<file path="src/rtl/alu_mem_datapath.sv">
// alu_mem_datapath: execute-and-memory slice of a single-cycle LEGv8 CPU.
// Holds a 64-bit combinational ALU, a read-only 32-bit instruction ROM and a
// byte-addressed 64-bit data memory whose address is the ALU result.
// Optional build macro: ALU_SHIFT_EN adds ALU codes 0011 (LSL) and 0100 (LSR).
module alu_mem_datapath #(
    parameter int IMEM_WORDS = 64,
    parameter int DMEM_WORDS = 32
) (
    input  logic        CLK,
    input  logic        reset,
    input  logic [63:0] InstAddress,
    output logic [31:0] Instruction,
    input  logic [63:0] BusA,
    input  logic [63:0] BusB,
    input  logic [3:0]  ALUCtrl,
    output logic [63:0] BusW,
    output logic        Zero,
    input  logic [63:0] WriteData,
    input  logic        MemoryRead,
    input  logic        MemoryWrite,
    output logic [63:0] ReadData
);

    localparam int IMEM_AW = $clog2(IMEM_WORDS);
    localparam int DMEM_AW = $clog2(DMEM_WORDS);

    // ALU operation codes
    localparam logic [3:0] OP_AND  = 4'b0000;
    localparam logic [3:0] OP_OR   = 4'b0001;
    localparam logic [3:0] OP_ADD  = 4'b0010;
    localparam logic [3:0] OP_LSL  = 4'b0011;
    localparam logic [3:0] OP_LSR  = 4'b0100;
    localparam logic [3:0] OP_SUB  = 4'b0110;
    localparam logic [3:0] OP_PASS = 4'b0111;

    // ALU evaluation; unknown codes produce zero so Zero reads as 1.
    function automatic logic [63:0] alu_eval(
        input logic [3:0]  ctrl,
        input logic [63:0] a,
        input logic [63:0] b
    );
        logic [63:0] r;
        case (ctrl)
            OP_AND:  r = a & b;
            OP_OR:   r = a | b;
            OP_ADD:  r = a + b;
            OP_SUB:  r = a - b;
            OP_PASS: r = b;
`ifdef ALU_SHIFT_EN
            OP_LSL:  r = a << b[5:0];
            OP_LSR:  r = a >> b[5:0];
`endif
            default: r = 64'h0;
        endcase
        return r;
    endfunction

    logic [63:0]        alu_result_s;
    logic [IMEM_AW-1:0] imem_idx_s;
    logic               imem_in_range_s;
    logic [31:0]        instruction_s;
    logic [DMEM_AW-1:0] dmem_idx_s;
    logic               dmem_in_range_s;
    logic [63:0]        read_data_s;
    logic [63:0]        mem_r [DMEM_WORDS];
    logic               unused_s;

    // Byte-offset bits are intentionally ignored (aligned accesses only).
    assign unused_s = ^{InstAddress[1:0], alu_result_s[2:0], OP_LSL, OP_LSR};

    // Combinational ALU and zero detect.
    always_comb begin
        alu_result_s = 64'h0;
        alu_result_s = alu_eval(ALUCtrl, BusA, BusB);
    end

    assign BusW = alu_result_s;
    assign Zero = ~|alu_result_s;

    // Instruction fetch index and range check; any bit above the index field kills the fetch.
    assign imem_idx_s      = InstAddress[IMEM_AW+1:2];
    assign imem_in_range_s = ~|InstAddress[63:IMEM_AW+2];

    // Fixed instruction ROM contents; unlisted words and out-of-range fetches read zero.
    always_comb begin
        instruction_s = 32'h0;
        if (imem_in_range_s) begin
            case (imem_idx_s)
                IMEM_AW'(0): instruction_s = 32'hF84003E9;
                IMEM_AW'(1): instruction_s = 32'hF84083EA;
                IMEM_AW'(2): instruction_s = 32'hF84103EB;
                IMEM_AW'(3): instruction_s = 32'h8B0A012C;
                default:     instruction_s = 32'h0;
            endcase
        end else begin
            instruction_s = 32'h0;
        end
    end

    assign Instruction = instruction_s;

    // Data memory word index and range check derived from the ALU result.
    assign dmem_idx_s      = alu_result_s[DMEM_AW+2:3];
    assign dmem_in_range_s = ~|alu_result_s[63:DMEM_AW+3];

    // Data memory storage: async clear on reset, in-range writes on the rising edge.
    always_ff @(posedge CLK or posedge reset) begin
        if (reset) begin
            for (int i = 0; i < DMEM_WORDS; i++) begin
                mem_r[i] <= 64'h0;
            end
        end else if (MemoryWrite && dmem_in_range_s) begin
            mem_r[dmem_idx_s] <= WriteData;
        end
    end

    // Combinational load path gated by MemoryRead and the range check.
    always_comb begin
        read_data_s = 64'h0;
        if (MemoryRead && dmem_in_range_s) begin
            read_data_s = mem_r[dmem_idx_s];
        end else begin
            read_data_s = 64'h0;
        end
    end

    assign ReadData = read_data_s;

endmodule

</file>
<file path="config.mk">
export PLATFORM = sky130hd
export DESIGN_NAME = alu_mem_datapath
export DESIGN_NICKNAME = d
export VERILOG_FILES = /design/src/rtl/alu_mem_datapath.sv
export SDC_FILE = /design/constraint.sdc
export NUM_CORES = 2
export LEC_CHECK = 0
export BUFFER_PORTS_ARGS = -buffer_cell sky130_fd_sc_hd__clkbuf_2
export CAP_MARGIN = 5
export CORE_MARGIN = 10
export CORE_UTILIZATION = 23
export CTS_CLUSTER_SIZE = 12
export DETAILED_ROUTE_END_ITERATION = 7
export GPL_ROUTABILITY_DRIVEN = 1
export SLEW_MARGIN = 20
export SYNTH_ARGS = -nofsm -noshare
export SYNTH_HDL_FRONTEND = slang
export SYNTH_SLANG_ARGS = --single-unit
</file>
<file path="constraint.sdc">
create_clock -name CLK -period 59.4 [get_ports CLK]
set_input_delay 5.94 -clock CLK [delete_from_list [all_inputs] [get_ports CLK]]
set_output_delay 5.94 -clock CLK [all_outputs]
set_load 0.005 [all_outputs]
</file>
### Word level (Yosys, flattened, before mapping)

Index checks and enable logic that the tools add are counted.

| operators by class | value |
|---|---|
| bitwise operators | 3 |
| equality and inequality tests | 7 |
| magnitude comparators | 2 |
| muxes and demuxes | 10 |
| add/sub/neg operators | 2 |
| reductions and logical operators | 10 |

Operators with widths:

| operator | count |
|---|---|
| bitwise mux 2048 bit | 1 |
| binary-select mux 64 bit (select 5 bit) | 1 |
| demux 64 bit (select 5 bit) | 1 |
| one-hot mux 64 bit (5 select lines) | 1 |
| 2-to-1 mux 64 bit | 4 |
| one-hot mux 32 bit (4 select lines) | 1 |
| OR reduction 56 bit | 2 |
| adder 64 bit | 1 |
| AND 64 bit | 1 |
| OR 64 bit | 1 |
| OR reduction 64 bit | 1 |
| subtractor 64 bit | 1 |
| 2-to-1 mux 32 bit | 1 |
| equality test 6 x 2 -> 1 bit, second input constant | 2 |
| equality test 4 x 3 -> 1 bit, second input constant | 2 |
| equality test 6 x 1 -> 1 bit, second input constant | 1 |
| greater-or-equal comparator 6 bit, second input constant | 1 |
| logical NOT 6 bit | 1 |
| < comparator 6 x 1 -> 1 bit, second input constant | 1 |
| NOT 5 -> 6 bit | 1 |
| equality test 4 x 1 -> 1 bit, second input constant | 1 |
| equality test 4 x 2 -> 1 bit, second input constant | 1 |
| logical NOT 4 bit | 1 |
| logical AND 1 bit | 3 |
| logical NOT 1 bit | 2 |

| storage, ports and cells | value |
|---|---|
| output and inout bits | 161 |
| flip-flop bits (word level) | 2048 |
| word-level logic and storage cells | 66 |
| input bits | 264 |

### Logic depth before layout (Yosys ltp)

| logic depth | value |
|---|---|
| depth in word-level cells | 8 |
| mapped depth | 30 |
| depth with buffers taken out | 22 |

### Least setup slack after synthesis

No wires, ideal clock.

| path | value |
|---|---|
| kind | input port to output port |
| start point | input ALUCtrl[3] |
| end point | output ReadData[32] |
| stages | 25 |
| setup slack | 41667 ps |
| required time | 53460 ps |
| path buffers | 9 |
| data arrival time | 11793 ps |
| cells stage by stage | buf_2 > nor3b_1 > buf_2 > buf_2 > buf_2 > clkbuf_1 > and2_1 > clkbuf_1 > clkbuf_1 > a21oi_1 > xnor2_1 > ha_1 > clkbuf_1 > a21oi_1 > o21ai_1 > a21oi_1 > o221ai_1 > or4_1 > a21oi_1 > or4b_1 > nor4_2 > and4_1 > nand2_1 > clkbuf_1 > nor3_1 |

| between the ends | value |
|---|---|
| word-level cells in the longest chain between the ends | 7 |

Ends and longest elaborated chain:

| element | RTL line | text |
|---|---|---|
| start: declaration | 15 | `input logic [3:0] ALUCtrl,` |
| equality test 4 x 3 -> 1 bit, or another cell as far along | 43 | `case (ctrl)` |
| one-hot mux 64 bit (5 select lines) * | 43 |  |
| NOT 5 -> 6 bit (implied by the code) | 121 | `read_data_s = mem_r[dmem_idx_s];` |
| binary-select mux 64 bit (select 5 bit) | 121 |  |
| 2-to-1 mux 64 bit (implied by the code) (2 in a row) | 121 |  |
| 2-to-1 mux 64 bit * | 120 | `if (MemoryRead && dmem_in_range_s) begin` |
| end: declaration | 21 | `output logic [63:0] ReadData` |

Mark *: on every way between the ends. The rest lies on a longest branch, timed or not. The select of a mux whose other input is x is not followed.

### Worst setup path after layout

| path | value |
|---|---|
| start point | input ALUCtrl[0] |
| end point | output ReadData[29] |

The elaborated chain is that of the path after synthesis.

==> results.toml <==
[setup_path]
cp_data_arrival_time_ps = 15100
path_cells = "buf_2, buf_4, nor3b_2, buf_4, nand2_1, buf_4, nand2_1, xor2_1, ha_1, a21oi_1, o21ai_1, a221oi_2, nor3_1, or2_1, a311o_1, nor4_1, nand4b_1, nor4_1, and4_1, nand2_4, buf_4, nor4_2, clkbuf_2"
cp.required_ps = 53460
worst_setup_path_start_kind = "primary input"
crit_start = "ALUCtrl[0]"
cp-end-kind = "output pin"
crit_top_cell = "buf_4"
slowest_stage = "nor4_1"
crit_fanout = 50
max_stage_delay_ps = 950
reg2reg_from = "mem_r[1914]"
worstSetupPathType = "in -> out"

[cells_and_area]
fill_cells = 45165
top_regs = "mem_r: 2048 flops"
nNetsFinal = 7794
layout-drive-gt1-share_pct = 34.5
finalInstanceArea_um2 = 114000
top_register = "mem_r"
syn_to_final_growth_pct = 12.8
largest_register_ffs = 2048

[logic_synthesis]
avgSynthCellArea_um2 = 13.7
synth_compound_area_share_pct = 3.84
synthMuxAreaShare_pct = 34.2
synth_edf_count = 0
synth_cell_type_count = 90
synth_top_flop_cell = "dfrtp_1"
synth-simple-area-share_pct = 5.90
async_reset_ff_share_pct = 100
synth-adder-area-share_pct = 1.40
synth_most_common_cell = "dfrtp_1"
ys_seq_area_share_pct = 50.5
synth.area.top_cells = "dfrtp_1, mux2_2, mux4_2"
synth-seq-cells = 2048
syn-instance-count = 7412
yosysWarnings = 0
synth.cell_area_um2 = 101000
synth_xor_area_share_pct = 0.811
synth_common_cells = "dfrtp_1, mux2_2, mux2_1, nand2_1, mux4_2"
synth_top_family_by_area = "multiplexers"
synth_top_area_share_pct = 50.5
synth_top_cell_by_area = "dfrtp_1"

[timing]
finalCritPeriodShare_pct = 35.4
rsz0062_at_grt = "false"
tns_ps = 0
relSlewSlack_pct = 22.9
final-hold-violation-count = 0
setup_viol = 0
fin_skew_ps = 0
hold_ws_ps = 482
fmax_mhz = 47.5
final-max-slew-violation-count = 0
fin_crit_ps = 21040
tightest_slew_ps = 1160

[global_routing]
grt_pass1_vias = 66689
gr-total-overflow = 0
grt_max_degree = 166
grtUsageTotal_pct = 13.6
antenna_found_initial = 80
grt_pass1_wl_um = 482000

[power_and_ir_drop]
p_per_area_nw_per_um2 = 24.8
vdd_drop_max_mv = 0.0230
power_mw = 2.83
p_leak_nw = 54.1

[clock_network]
cts-resized-gates = 0
cts_buffers = 200
clock_path_buffers = 4
cts_hold_buf = 0
cts_tree = "yes"
postCtsSetupBuffers = 0
cts_root_buf = "clkbuf_16"
cts.sinks = 2048
cts-htree-levels = 4
clkTransAtPathRegs_ps = 60
insertion_delay_ps = 840

[detailed_routing]
wl_met3_um = 18700
routed-wl-met2_um = 164000
drt_iter0_markers = 5117
ant_nets = 0
wl_um = 329000
routed_via_density = 4.85
num_vias = 65066
maxUsedRoutingLayer = "met5"
route.detailed.drc = 0
avgRoutedWirePerCell_um = 24.6
dr.pass1.iters = 8
m1WireLength_um = 132000

[place]
io_buffers = 411
placed_area_um2 = 109000
dp_hpwl_um = 206000
globalplace.congestion = 0.938

[die]
die_height_um = 684
core-area_um2 = 439000
start_util_pct = 23.1
die_area_um2 = 468000
die_w_um = 684
num_rows = 243
ios = 425

[job]
max_cap_violations = 0

[outcome]
status = "finished, final reports clean"

[min_path]
hp-class = "reg -> reg"
hp-start = "mem_r[929]"
-- cell families (layout without fill, tap and decap cells) --
| family | count (synthesis) | count (layout) |
|---|---|---|
| adders and majority gates | 124 | 124 |
| AOI/OAI and AO/OA | 589 | 589 |
| DFF | 2048 | 2048 |
| buffers and inverters | 738 | 815 |
| and+or+nand+nor | 1244 | 1244 |
| xor gates and xnor gates | 94 | 94 |
| other | 1 | 35 |
| muxes | 2574 | 2574 |
-- through the flow --
step / util (%) / setup slack [ps] / cells
global route: 26.1 / 38340 / 13398
finish: 26.1 / 38360 / 13403
global placement: 24.9 / 38690 / 13141
detailed placement: 24.9 / 38630 / 13141
CTS: 26.1 / 38630 / 13379
floorplan: - / 25020 / 7422
-- routing by layer --
layer,vias up,GRT usage (%)
li1,27398,-
met1,34914,16.5
met4,38,5.40
met5,-,0
met3,683,2.32
met2,2033,23.8
-- power by group --
group          total, mW  switching, mW  leakage (nW)  internal (mW)
Clock               1.14          0.522          2.61          0.616
Combinational      0.301          0.220          22.9         0.0814
Sequential          1.40       0.000130          28.6           1.40
-- critical path, delay by kind of cell --
family | cells | cell delay [ps]
buffers and inverters | 6 | 2010
AND/OR/NAND/NOR | 11 | 4730
XOR/XNOR | 1 | 150
adder cells (fa/ha/maj) | 1 | 350
AO/OA/AOI/OAI | 4 | 1760
-- area by class of cell --
cell class	instances	area [µm²]	share of cell area, %
Timing Repair Buffer	547	3180	2.78
Sequential cell	2048	51200	44.8
Antenna cell	24	60.1	0.0525
Inverter	30	139	0.121
Clock buffer	230	5260	4.60
Clock inverter	8	65.1	0.0568
Tap cell	5880	7360	6.43
Multi-Input combinational cell	4636	47200	41.2
-- cell usage in the layout, fill, tap and decap left out, types with 22 or more instances in the layout --
cell type	n
dfrtp_1	2048
mux2_2	1246
mux2_1	803
nand2_1	529
mux4_2	512
clkbuf_2	410
nand3_1	213
clkbuf_16	204
nor2_1	188
a21oi_1	144
buf_4	127
o21ai_0	84
nand4_1	67
ha_1	66
maj3_1	57
xnor2_1	52
nor3_1	52
a22oi_1	46
a31oi_1	44
xor2_1	42
o22ai_1	32
nor4_1	31
inv_1	26
diode_2	24
a211oi_1	24
o31ai_1	23
and3_1	22
nand3_4	22
-- final timing paths --
path	to	slack (ps)	cells past startpoint
worst max-delay path	ReadData[29]	38360	23
worst min-delay path	mem_r[929]	480	1
worst max register to register	mem_r[1914]	58580	1
worst min register to register	mem_r[929]	480	1
max in group asynchronous	mem_r[1592]	49990	7
min in group asynchronous	mem_r[386]	5320	3
Note: power is estimated with default switching activity, not from simulation.
